**config.mk**
```make
export PLATFORM = sky130hd
export DESIGN_NAME = pump_sequencer
export DESIGN_NICKNAME = d
export VERILOG_FILES = /design/src/rtl/aquarium_pkg.sv /design/src/rtl/pump_sequencer_tick_gen.sv /design/src/rtl/pump_sequencer.sv
export SDC_FILE = /design/constraint.sdc
export NUM_CORES = 1
export LEC_CHECK = 0
export ABC_AREA = 1
export CAP_MARGIN = 20
export CORE_MARGIN = 10
export CORE_UTILIZATION = 55
export CTS_BUF_LIST = sky130_fd_sc_hd__clkbuf_4 sky130_fd_sc_hd__clkbuf_8
export DETAILED_ROUTE_END_ITERATION = 7
export PLACE_DENSITY = 0.78
export SYNTH_ARGS = -nofsm -noshare
export SYNTH_HDL_FRONTEND = slang
export SYNTH_SLANG_ARGS = --single-unit
```
**constraint.sdc**
```tcl
create_clock -name clk -period 4.5 [get_ports clk]
set_input_delay 0.45 -clock clk [delete_from_list [all_inputs] [get_ports clk]]
set_output_delay 0.45 -clock clk [all_outputs]
set_load 0.05 [all_outputs]
```
**src/rtl/aquarium_pkg.sv**
```systemverilog
// Shared state encoding and widths for the aquarium controller, pump sequencer and display path.
// Constants only; no latency or flow control.
package aquarium_pkg;

    localparam logic [2:0] ST_IDLE     = 3'd0;
    localparam logic [2:0] ST_PRIME    = 3'd1;
    localparam logic [2:0] ST_RUN      = 3'd2;
    localparam logic [2:0] ST_COOLDOWN = 3'd3;
    localparam logic [2:0] ST_FAULT    = 3'd4;

    localparam int RUN_COUNT_W = 8;

    typedef enum logic [2:0] {
        IDLE     = ST_IDLE,
        PRIME    = ST_PRIME,
        RUN      = ST_RUN,
        COOLDOWN = ST_COOLDOWN,
        FAULT    = ST_FAULT
    } pump_state_t;

    function automatic int max4(input int a, input int b, input int c, input int d);
        int m;
        m = a;
        if (b > m) m = b;
        if (c > m) m = c;
        if (d > m) m = d;
        return m;
    endfunction

endpackage

```
**src/rtl/pump_sequencer_tick_gen.sv**
```systemverilog
// Free-running divider: one-clk tick when the count reaches TICK_DIV-1; combinational from the count.
// No backpressure; runs every cycle regardless of consumers.
module tick_gen #(
    parameter int TICK_DIV = 1000
) (
    input  logic clk,
    input  logic rst,
    output logic tick
);

    localparam int CW = $clog2(TICK_DIV);
    localparam logic [CW-1:0] LAST = CW'(TICK_DIV - 1);

    logic [CW-1:0] cnt;

    always_ff @(posedge clk) begin
        if (rst) begin
            cnt <= '0;
        end else if (cnt == LAST) begin
            cnt <= '0;
        end else begin
            cnt <= cnt + 1'b1;
        end
    end

    assign tick = (cnt == LAST);

endmodule

```
**src/rtl/pump_sequencer.sv**
```systemverilog
// Valve/pump start-up sequencer with min on/off times, tank_full hard stop and run watchdog; outputs one clk after inputs.
// No backpressure: request is a level, sampled every clk.
module pump_sequencer
    import aquarium_pkg::*;
#(
    parameter int TICK_DIV      = 1000,
    parameter int PRIME_TICKS   = 3,
    parameter int MIN_ON_TICKS  = 10,
    parameter int MIN_OFF_TICKS = 20,
    parameter int MAX_RUN_TICKS = 200
) (
    input  logic                   clk,
    input  logic                   rst,
    input  logic                   pump_request,
    input  logic                   tank_full,
    input  logic                   fault_clear,
    output logic                   valve_open,
    output logic                   pump_enable,
    output logic                   fault,
    output logic [2:0]             state_code,
    output logic [RUN_COUNT_W-1:0] run_count
);

    localparam int MAXP = max4(PRIME_TICKS, MIN_ON_TICKS, MIN_OFF_TICKS, MAX_RUN_TICKS);
    localparam int TW   = $clog2(MAXP + 1);

    localparam logic [TW-1:0] T_PRIME   = TW'(PRIME_TICKS);
    localparam logic [TW-1:0] T_MIN_ON  = TW'(MIN_ON_TICKS);
    localparam logic [TW-1:0] T_MIN_OFF = TW'(MIN_OFF_TICKS);
    localparam logic [TW-1:0] T_MAX_RUN = TW'(MAX_RUN_TICKS);

    pump_state_t   state_q, state_d;
    logic [TW-1:0] timer;
    logic          tick;
    logic          valve_d, pump_d, fault_d;

    tick_gen #(.TICK_DIV(TICK_DIV)) u_tick_gen (
        .clk  (clk),
        .rst  (rst),
        .tick (tick)
    );

    always_comb begin
        state_d = state_q;
        case (state_q)
            IDLE: begin
                if (pump_request && !tank_full) state_d = PRIME;
            end
            PRIME: begin
                if (tank_full || !pump_request) state_d = IDLE;
                else if (timer == T_PRIME)      state_d = RUN;
            end
            RUN: begin
                // tank_full outranks both the watchdog and the min-on hold
                if (tank_full)                                 state_d = COOLDOWN;
                else if (timer == T_MAX_RUN)                   state_d = FAULT;
                else if (!pump_request && timer >= T_MIN_ON)   state_d = COOLDOWN;
            end
            COOLDOWN: begin
                if (timer == T_MIN_OFF) state_d = IDLE;
            end
            FAULT: begin
                if (fault_clear && !pump_request) state_d = COOLDOWN;
            end
            default: state_d = IDLE;
        endcase

        valve_d = (state_d == PRIME) || (state_d == RUN);
        pump_d  = (state_d == RUN);
        fault_d = (state_d == FAULT);
    end

    always_ff @(posedge clk) begin
        if (rst) begin
            state_q     <= IDLE;
            valve_open  <= 1'b0;
            pump_enable <= 1'b0;
            fault       <= 1'b0;
        end else begin
            state_q     <= state_d;
            valve_open  <= valve_d;
            pump_enable <= pump_d;
            fault       <= fault_d;
        end
    end

    always_ff @(posedge clk) begin
        if (rst) begin
            timer <= '0;
        end else if (state_d != state_q) begin
            timer <= '0;
        end else if (tick && (timer != '1)) begin
            timer <= timer + 1'b1;
        end
    end

    always_ff @(posedge clk) begin
        if (rst) begin
            run_count <= '0;
        end else if ((state_q == PRIME) && (state_d == RUN) && (run_count != '1)) begin
            run_count <= run_count + 1'b1;
        end
    end

    assign state_code = state_q;

endmodule

```
==> metrics, run 1 <==
status finished clean; crit path DAT 1.65 ns; Reg clk slew, reported paths 0.10 ns; Crit path largest cell delay 0.86 ns; Final Cycle Share 0.468; largest family of logic cells by synthesized area simple AND/OR/NAND/NOR gates; Iteration-0 DRC Markers 70; Synth Area in Compound Gates 0.0888; WL final 3.14 mm; Util after Layout 0.654; Main synth FF type dfxtp_1; part of the power in the clock network 0.363; Worst path depth 1; internal power 0.379 mW; Setup CP Type flop to output pin; Post-synth ARST share 0; Final nets 268; CTS resizes 0; Peak VDD IR 0.184 mV; Sw Pwr 0.116 mW; sequential power share 0.582; worst hold stages 1; Synth Area in Adders 0.0370; FP Rows 20; r2r worst-path depth 8; final worst slack 2.40 ns; mean area per synthesized cell 7.19 µm²; CTS HTree Levels 2; vias in the first global route 1362; Setup Slack @ Placement 2.36 ns; CP Buf/Inv Count 1; GP Congestion 0.903; RSZ-0062 raised after global routing false; Post-synth top cells 40 x nand2_1, 38 x nor2_1, 37 x inv_1; Gate power share 0.055; Hold Crit Class flop to flop; fin cells 292; first-pass GRT wire length 5.62 mm; overall global routing resource usage 0.125; Hold WS 0.468 ns; Fin. Hold Viols 0; leakage 0.776 nW; CP Max Fanout 7; final setup TNS 0 ns; Max clock buf depth 2; Setup Buffers After CTS 0; hold_buf cts 0; area leader, netlist dfxtp_1; wire length per cell 10.8 µm; number of flops mapped to enable cells by yosys 0; Die X-Extent 75.4 µm; Initial Util 0.563; antenna viol nets, final 0; largest net degree at the start of global routing 12; Layout Cell Area excl Fill 1960 µm²; Critical Path Start Type flop; die area 5690 µm²; later-pin clock latency in the skew report 0.33 ns; CTS Root Cell clkbuf_4; vias per cell 4.95; max cap viols 0; Pwr Density 252 nW/µm²; Mapped Area 1690 µm²; layout cells sized above 1 0.104; Layout Area Growth over Synthesis 16.1%; placed insts 284; Core Area 3000 µm²; CTS Buf Count 5; ranking of synthesized cells by area dfxtp_1 38%, nand2_1 8.9%, nor2_1 8.4%, inv_1 8.2%, nand3_1 3.8%; Worst Clk Skew 0.00782 ns; overflow left after global routing 0; Cells after Synth 235; max_slew headroom 0.557; minimum clock period 2.10 ns; Final Max Tran Viols 0; Post-DP HPWL 2.45 mm; initial antenna violation count 0; Ant. Diodes 0; Synthesized Nets 245; Ports 19; Post-DP Area 1900 µm²; DRT Pass-1 Iters 4; vias 1446; register area share after synthesis 0.379; crit-path cells clkdlybuf4s50_1; top cell type's share of synthesized area 0.379; Overall Power 0.495 mW; Crit path max-delay family buffers and inverters; CP max stage cell clkdlybuf4s50_1; Fmax achieved 475 MHz; final count of negative-setup-slack endpoints 0; # DRC 0; xor and xnor area share after synthesis 0.0311; PortBufs 18; Worst Setup End Kind output pin; sw frac 0.235; yosys warns 0; simple-gate portion of the synthesized area 0.373; post-synth cell types 32; Least-Margin Pin Slew 0.660 ns; #FFs+latches synth 32; CTS Sinks 32; Vert. Die Dim 75.4 µm; Crit path required time 4.05 ns; top-count cell post-synth nand2_1; post-synthesis mux area share 0; CTS tree done
## path summary, 6_finish.rpt
check | slack, ns | from | to
hold / removal | 0.47 | u_tick_gen.cnt[0] | u_tick_gen.cnt[0]
hold reg to reg | 0.47 | u_tick_gen.cnt[0] | u_tick_gen.cnt[0]
setup reg to reg | 2.67 | run_count[0] | run_count[5]
setup / recovery | 2.40 | state_code[0] | state_code[0]
## cell families (layout without fill, tap and decap cells)
group / after synthesis / after routing
DFF: 32 / 32
adders and majority gates: 5 / 5
and+or+nand+nor: 126 / 126
buffers and inverters: 39 / 63
xor gates and xnor gates: 6 / 6
AOI/OAI and AO/OA: 27 / 27
## layer usage
| layer | GRT usage | vias to the layer above | part of all wire |
|---|---|---|---|
| li1 | - | 804 | - |
| met1 | 0.146 | 623 | 0.48 |
| met2 | 0.207 | 15 | 0.46 |
| met3 | 0.0456 | 4 | 0.044 |
| met4 | 0.0433 | 0 | 0.013 |
| met5 | 0 | - | 0 |
## registers in the layout, indices dropped and copies added, names as in the netlist
| signal | count |
|---|---|
| pump_enable | 1 |
| timer | 8 |
| valve_open | 1 |
| run_count | 8 |
| state_code | 3 |
| u_tick_gen.cnt | 10 |
| fault | 1 |
## power by group through the flow
| stage | Sequential [mW] | Combinational, mW | Clock (mW) |
|---|---|---|---|
| floorplan | 0.298 | 0.0158 | 0 |
| global placement | 0.295 | 0.0276 | 0 |
| detailed placement | 0.295 | 0.0275 | 0 |
| CTS | 0.289 | 0.0276 | 0.187 |
| global route | 0.289 | 0.0311 | 0.198 |
| finish | 0.288 | 0.0272 | 0.180 |
## layout by cell type (no fill, tap or decap), drive strengths merged, types with 6 or more instances in the layout
master,n
a21oi,11
dfxtp,32
nor3,13
clkbuf,7
nor2,44
inv,37
nand2,43
o21ai,12
nand4,6
clkdlybuf4s50,18
nand3,15
## final cells by class
cell class              count  area, µm²
fillers                   291       1040
multi-input cells         164        896
flip-flops and latches     32        641
repair buffers             18        180
inverters                  37        139
clock buffers               7       58.8
well taps                  33       41.3
clock inverters             1       7.51
No activity file was read; power rests on OpenSTA's default activity.
==> run 2: changes to the inputs <==
==> constraint.sdc (replaced) <==
create_clock -name clk -period 2.1 [get_ports clk]
set_input_delay 0.21 -clock clk [delete_from_list [all_inputs] [get_ports clk]]
set_output_delay 0.21 -clock clk [all_outputs]
set_load 0.05 [all_outputs]
==> metrics, run 2 (synthesis gave the netlist of run 1 again) <==
Iteration-0 DRC Markers 103 (was 70); Worst Clk Skew 0.0107 ns (was 0.00782 ns); r2r worst-path depth 8 (unchanged); met2 Use GR 0.206 (was 0.207); CP Max Fanout 7 (unchanged); Post-DP HPWL 2.43 mm (was 2.45 mm); Least-Margin Pin Slew 0.679 ns (was 0.660 ns); Setup CP Type flop to output pin (unchanged); Hold WS 0.462 ns (was 0.468 ns); vias 1478 (was 1446); layout cells sized above 1 0.108 (was 0.104); leakage 0.791 nW (was 0.776 nW); Worst Setup End Kind output pin (unchanged); minimum clock period 1.85 ns; Final Cycle Share 0.883; crit-path cells clkdlybuf4s50_1 (unchanged); final setup TNS 0 ns (unchanged); # DRC 0 (unchanged); CTS Sinks 32 (unchanged); Hold Crit Class flop to flop (unchanged); Final Max Tran Viols 0 (unchanged); Die X-Extent 75.4 µm (unchanged); hold_buf cts 0 (unchanged); first-pass GRT wire length 5.51 mm (was 5.62 mm); Setup Buffers After CTS 0 (unchanged); Core Area 3000 µm² (unchanged); Fin. Hold Viols 0 (unchanged); Fillers 270 (was 291); Layout Area Growth over Synthesis 17.4% (was 16.1%); CTS Buf Count 5 (unchanged); commonest non-fill, non-tap cell in the layout nand2_1 (unchanged); Final nets 269 (was 268); later-pin clock latency in the skew report 0.33 ns (about the same); overflow left after global routing 0 (unchanged); Crit path largest cell delay 0.85 ns (was 0.86 ns); WL final 3.14 mm (about the same); max reg flops 10 (unchanged); worst hold stages 1 (unchanged); Vert. Die Dim 75.4 µm (unchanged); die area 5690 µm² (unchanged); Crit path required time 1.89 ns (was 4.05 ns); Peak VDD IR 0.420 mV (was 0.184 mV); largest registers u_tick_gen.cnt x10, run_count x8, timer x8 (unchanged); max_slew headroom 0.544 (was 0.557); Critical Path Start Type flop (unchanged); CTS tree done (unchanged); initial antenna violation count 0 (unchanged); vias in the first global route 1340 (was 1362); Ports 19 (unchanged); antenna viol nets, final 0 (unchanged); FP Rows 20 (unchanged); PortBufs 18 (unchanged); Util after Layout 0.661 (was 0.654); CP Buf/Inv Count 1 (unchanged); most frequent cells in the layout 40 x nand2_1, 38 x nor2_1, 37 x inv_1 (unchanged); GP Congestion 0.924 (was 0.903); Reg clk slew, reported paths 0.10 ns (about the same); CTS resizes 0 (unchanged); Worst path depth 1 (unchanged); Fmax achieved 539 MHz; worst reg-to-reg setup slack 0.31 ns (was 2.67 ns); grt met3 use 0.0430 (was 0.0456); crit path DAT 1.64 ns (was 1.65 ns); met1 usage 0.138 (was 0.146); Ant. Diodes 0 (unchanged); largest net degree at the start of global routing 12 (unchanged); CTS HTree Levels 2 (unchanged); Initial Util 0.563 (unchanged); Crit path max-delay family buffers and inverters (unchanged); CP max stage cell clkdlybuf4s50_1 (unchanged); max cap viols 0 (unchanged); RSZ-0062 raised after global routing false (unchanged); final count of negative-setup-slack endpoints 0 (unchanged); Pwr Density 581 nW/µm² (was 252 nW/µm²); wire length per cell 10.7 µm (was 10.8 µm); most flop-heavy register u_tick_gen.cnt (unchanged); layer with the highest usage met2 (unchanged); Max clock buf depth 2 (unchanged); overall global routing resource usage 0.122 (was 0.125); status finished clean (unchanged); vias per cell 5.04 (was 4.95); DRT Pass-1 Iters 4 (unchanged); CTS Root Cell clkbuf_4 (unchanged)
## run 2: final cells by class
cell class	instances	area [µm²]	share of cell area
Clock inverter	2	35.0	0.0177
Tap cell	33	41.3	0.0208
Inverter	37	139	0.0700
Clock buffer	6	45.0	0.0227
Timing Repair Buffer	19	188	0.0946
Sequential cell	32	641	0.323
Multi-Input combinational cell	164	896	0.451
## run 2: metrics by stage
step | instance area (µm²) | worst slack (ns) | instances | power [mW]
detailed placement | 1900 | 0.172 | 285 | 0.694
finish | 1980 | 0.245 | 293 | 1.15
global placement | 1900 | 0.254 | 285 | 0.693
global route | 1980 | 0.109 | 293 | 1.21
floorplan | 1690 | 0.238 | 235 | 0.672
CTS | 1980 | 0.226 | 293 | 1.17
## run 2: per-layer routing
metal  wire [µm]  vias to the layer above  share of wire
met2        1530                       21           0.49
met5           0                        -              0
met4          41                        0          0.013
met3         145                        6          0.046
li1            -                      798              -
met1        1430                      653           0.45
## run 2: worst paths after layout
check | start | endpoint
worst max register to register | run_count[0] | run_count[5]
worst min-delay path | u_tick_gen.cnt[0] | u_tick_gen.cnt[0]
worst max-delay path | state_code[0] | state_code[0]
worst min register to register | u_tick_gen.cnt[0] | u_tick_gen.cnt[0]
## run 2: power by group
part	internal, mW	switching (mW)
clock network	0.262	0.212
logic	0.0237	0.0369
registers	0.613	0.00503
total	0.899	0.254
==> run 3: changes to the inputs <==
--- a/config.mk
+++ b/config.mk
@@ -7,6 +7,7 @@
 export LEC_CHECK = 0
 export ABC_AREA = 1
 export CAP_MARGIN = 20
+export CORE_ASPECT_RATIO = 0.9
 export CORE_MARGIN = 10
 export CORE_UTILIZATION = 55
 export CTS_BUF_LIST = sky130_fd_sc_hd__clkbuf_4 sky130_fd_sc_hd__clkbuf_8
==> metrics, run 3 (synthesis gave the netlist of run 1 again) <==
status finished clean (unchanged); Fin. Hold Viols 0 (unchanged); fin cells 302 (was 293); CTS HTree Levels 2 (unchanged); leakage 0.791 nW (unchanged); hold_buf cts 0 (unchanged); Layout Area Growth over Synthesis 18.1% (was 17.4%); final worst slack 0.241 ns (was 0.245 ns); antenna viol nets, final 0 (unchanged); WL final 3.19 mm (was 3.14 mm); Sw Pwr 0.264 mW (was 0.254 mW); Iteration-0 DRC Markers 155 (was 103); Max clock buf depth 2 (unchanged); Post-DP HPWL 2.38 mm (was 2.43 mm); r2r worst-path depth 8 (unchanged); wire length per cell 10.5 µm (was 10.7 µm); Reg2Reg Launch Point run_count[0] (unchanged); R2R Path End run_count[5] (unchanged); CP max stage cell clkdlybuf4s50_1 (unchanged); Worst Hold Path EP u_tick_gen.cnt[0] (unchanged); Fillers 266 (was 270); crit-path cells clkdlybuf4s50_1 (unchanged); overall global routing resource usage 0.127 (was 0.122); CTS tree done (unchanged); sequential power share 0.532 (was 0.536); max cap viols 0 (unchanged); Crit path required time 1.89 ns (about the same); Worst Clk Skew 0.00960 ns (was 0.0107 ns); most flop-heavy register u_tick_gen.cnt (unchanged); Setup Buffers After CTS 0 (unchanged); placed insts 294 (was 285); Fmax achieved 538 MHz (was 539 MHz); CP Max Fanout 7 (unchanged); largest net degree at the start of global routing 12 (unchanged); Final Max Tran Viols 0 (unchanged); vias in the first global route 1362 (was 1340); Util after Layout 0.666 (was 0.661); minimum clock period 1.86 ns (was 1.85 ns); CTS Sinks 32 (unchanged); Die X-Extent 78.4 µm (was 75.4 µm); Least-Margin Pin Slew 0.682 ns (was 0.679 ns); Setup CP Type flop to output pin (unchanged); RSZ-0062 raised after global routing false (unchanged); overflow left after global routing 0 (unchanged); die area 5690 µm² (about the same); PortBufs 18 (unchanged); layout cells sized above 1 0.108 (unchanged); FP Rows 19 (was 20); Gate power share 0.052 (was 0.053); later-pin clock latency in the skew report 0.35 ns (was 0.33 ns); CTS resizes 0 (unchanged); most frequent cells in the layout 40 x nand2_1, 38 x nor2_1, 37 x inv_1 (unchanged); Pwr Density 583 nW/µm² (was 581 nW/µm²); Ports 19 (unchanged); internal power 0.899 mW (about the same); sw frac 0.227 (was 0.220); CTS Buf Count 5 (unchanged); Peak VDD IR 0.463 mV (was 0.420 mV); first-pass GRT wire length 5.89 mm (was 5.51 mm); Initial Util 0.564 (was 0.563); GP Congestion 0.895 (was 0.924); vias per cell 4.81 (was 5.04); max reg flops 10 (unchanged); worst reg-to-reg setup slack 0.28 ns (was 0.31 ns); Worst Min Path Start u_tick_gen.cnt[0] (unchanged); final setup TNS 0 ns (unchanged); crit path DAT 1.65 ns (was 1.64 ns); CP Buf/Inv Count 1 (unchanged); Core Area 3000 µm² (about the same); initial antenna violation count 0 (unchanged); Reg clk slew, reported paths 0.10 ns (about the same); Final nets 269 (unchanged); part of the power in the clock network 0.416 (was 0.411); worst hold stages 1 (unchanged); max_slew headroom 0.542 (was 0.544); vias 1454 (was 1478); Hold Crit Class flop to flop (unchanged); Final Cycle Share 0.885 (was 0.883); Hold WS 0.457 ns (was 0.462 ns); # DRC 0 (unchanged); commonest non-fill, non-tap cell in the layout nand2_1 (unchanged); Critical Path Start Type flop (unchanged); Worst Setup End Kind output pin (unchanged); CTS Root Cell clkbuf_4 (unchanged); Setup Slack @ Placement 0.220 ns (was 0.172 ns); largest registers u_tick_gen.cnt x10, run_count x8, timer x8 (unchanged); DRT Pass-1 Iters 4 (unchanged); Crit path largest cell delay 0.85 ns (about the same); final count of negative-setup-slack endpoints 0 (unchanged); Ant. Diodes 0 (unchanged); Vert. Die Dim 72.6 µm (was 75.4 µm); Crit path max-delay family buffers and inverters (unchanged)
==> run 3: power groups by stage <==
stage,clock network [mW],registers [mW],logic [mW]
after global placement,0,0.632,0.0604
after CTS,0.497,0.618,0.0614
after floorplan,0,0.638,0.0338
final,0.484,0.618,0.0606
after detailed placement,0,0.632,0.0610
after global routing,0.522,0.620,0.0688
==> run 3: worst max path at each step <==
stage,startpoint,end,slack [ns],depth (start not counted)
finish,state_code[0],state_code[0],0.24,1
detailed placement,pump_request,run_count[5],0.22,9
global placement,pump_request,run_count[5],0.25,9
CTS,state_code[0],state_code[0],0.23,1
global route,run_count[0],run_count[5],0.02,8
floorplan,run_count[1],run_count[3],0.24,9
==> run 3: worst reg2reg max path, cell delays in order (launching register included) <==
cell     delay, ns
dfxtp_1       0.40
ha_1          0.21
nand3_1       0.08
nor2_1        0.14
nand2_1       0.10
o21ai_2       0.47
nor2_1        0.11
nand2_1       0.07
nor3b_1       0.16
==> run 3: per-stage QoR <==
stage	instance area, µm²	power [mW]
after floorplan	1690	0.672
after global placement	1920	0.692
after detailed placement	1920	0.693
after CTS	2000	1.18
after global routing	2000	1.21
final	2000	1.16
==> run 3: cell type report <==
class | instances | area (µm²) | share of cell area
Multi-Input combinational cell | 164 | 896 | 0.449
Sequential cell | 32 | 641 | 0.321
Timing Repair Buffer | 19 | 188 | 0.0940
Inverter | 37 | 139 | 0.0696
Tap cell | 42 | 52.6 | 0.0263
Clock buffer | 6 | 45.0 | 0.0226
Clock inverter | 2 | 35.0 | 0.0176
==> run 3: routing by layer <==
layer  up-vias  track usage  share of wire
met5         -            0              0
met4         0       0.0577          0.019
met3         5       0.0517          0.051
met2        26        0.193           0.44
met1       628        0.155           0.49
li1        795            -              -
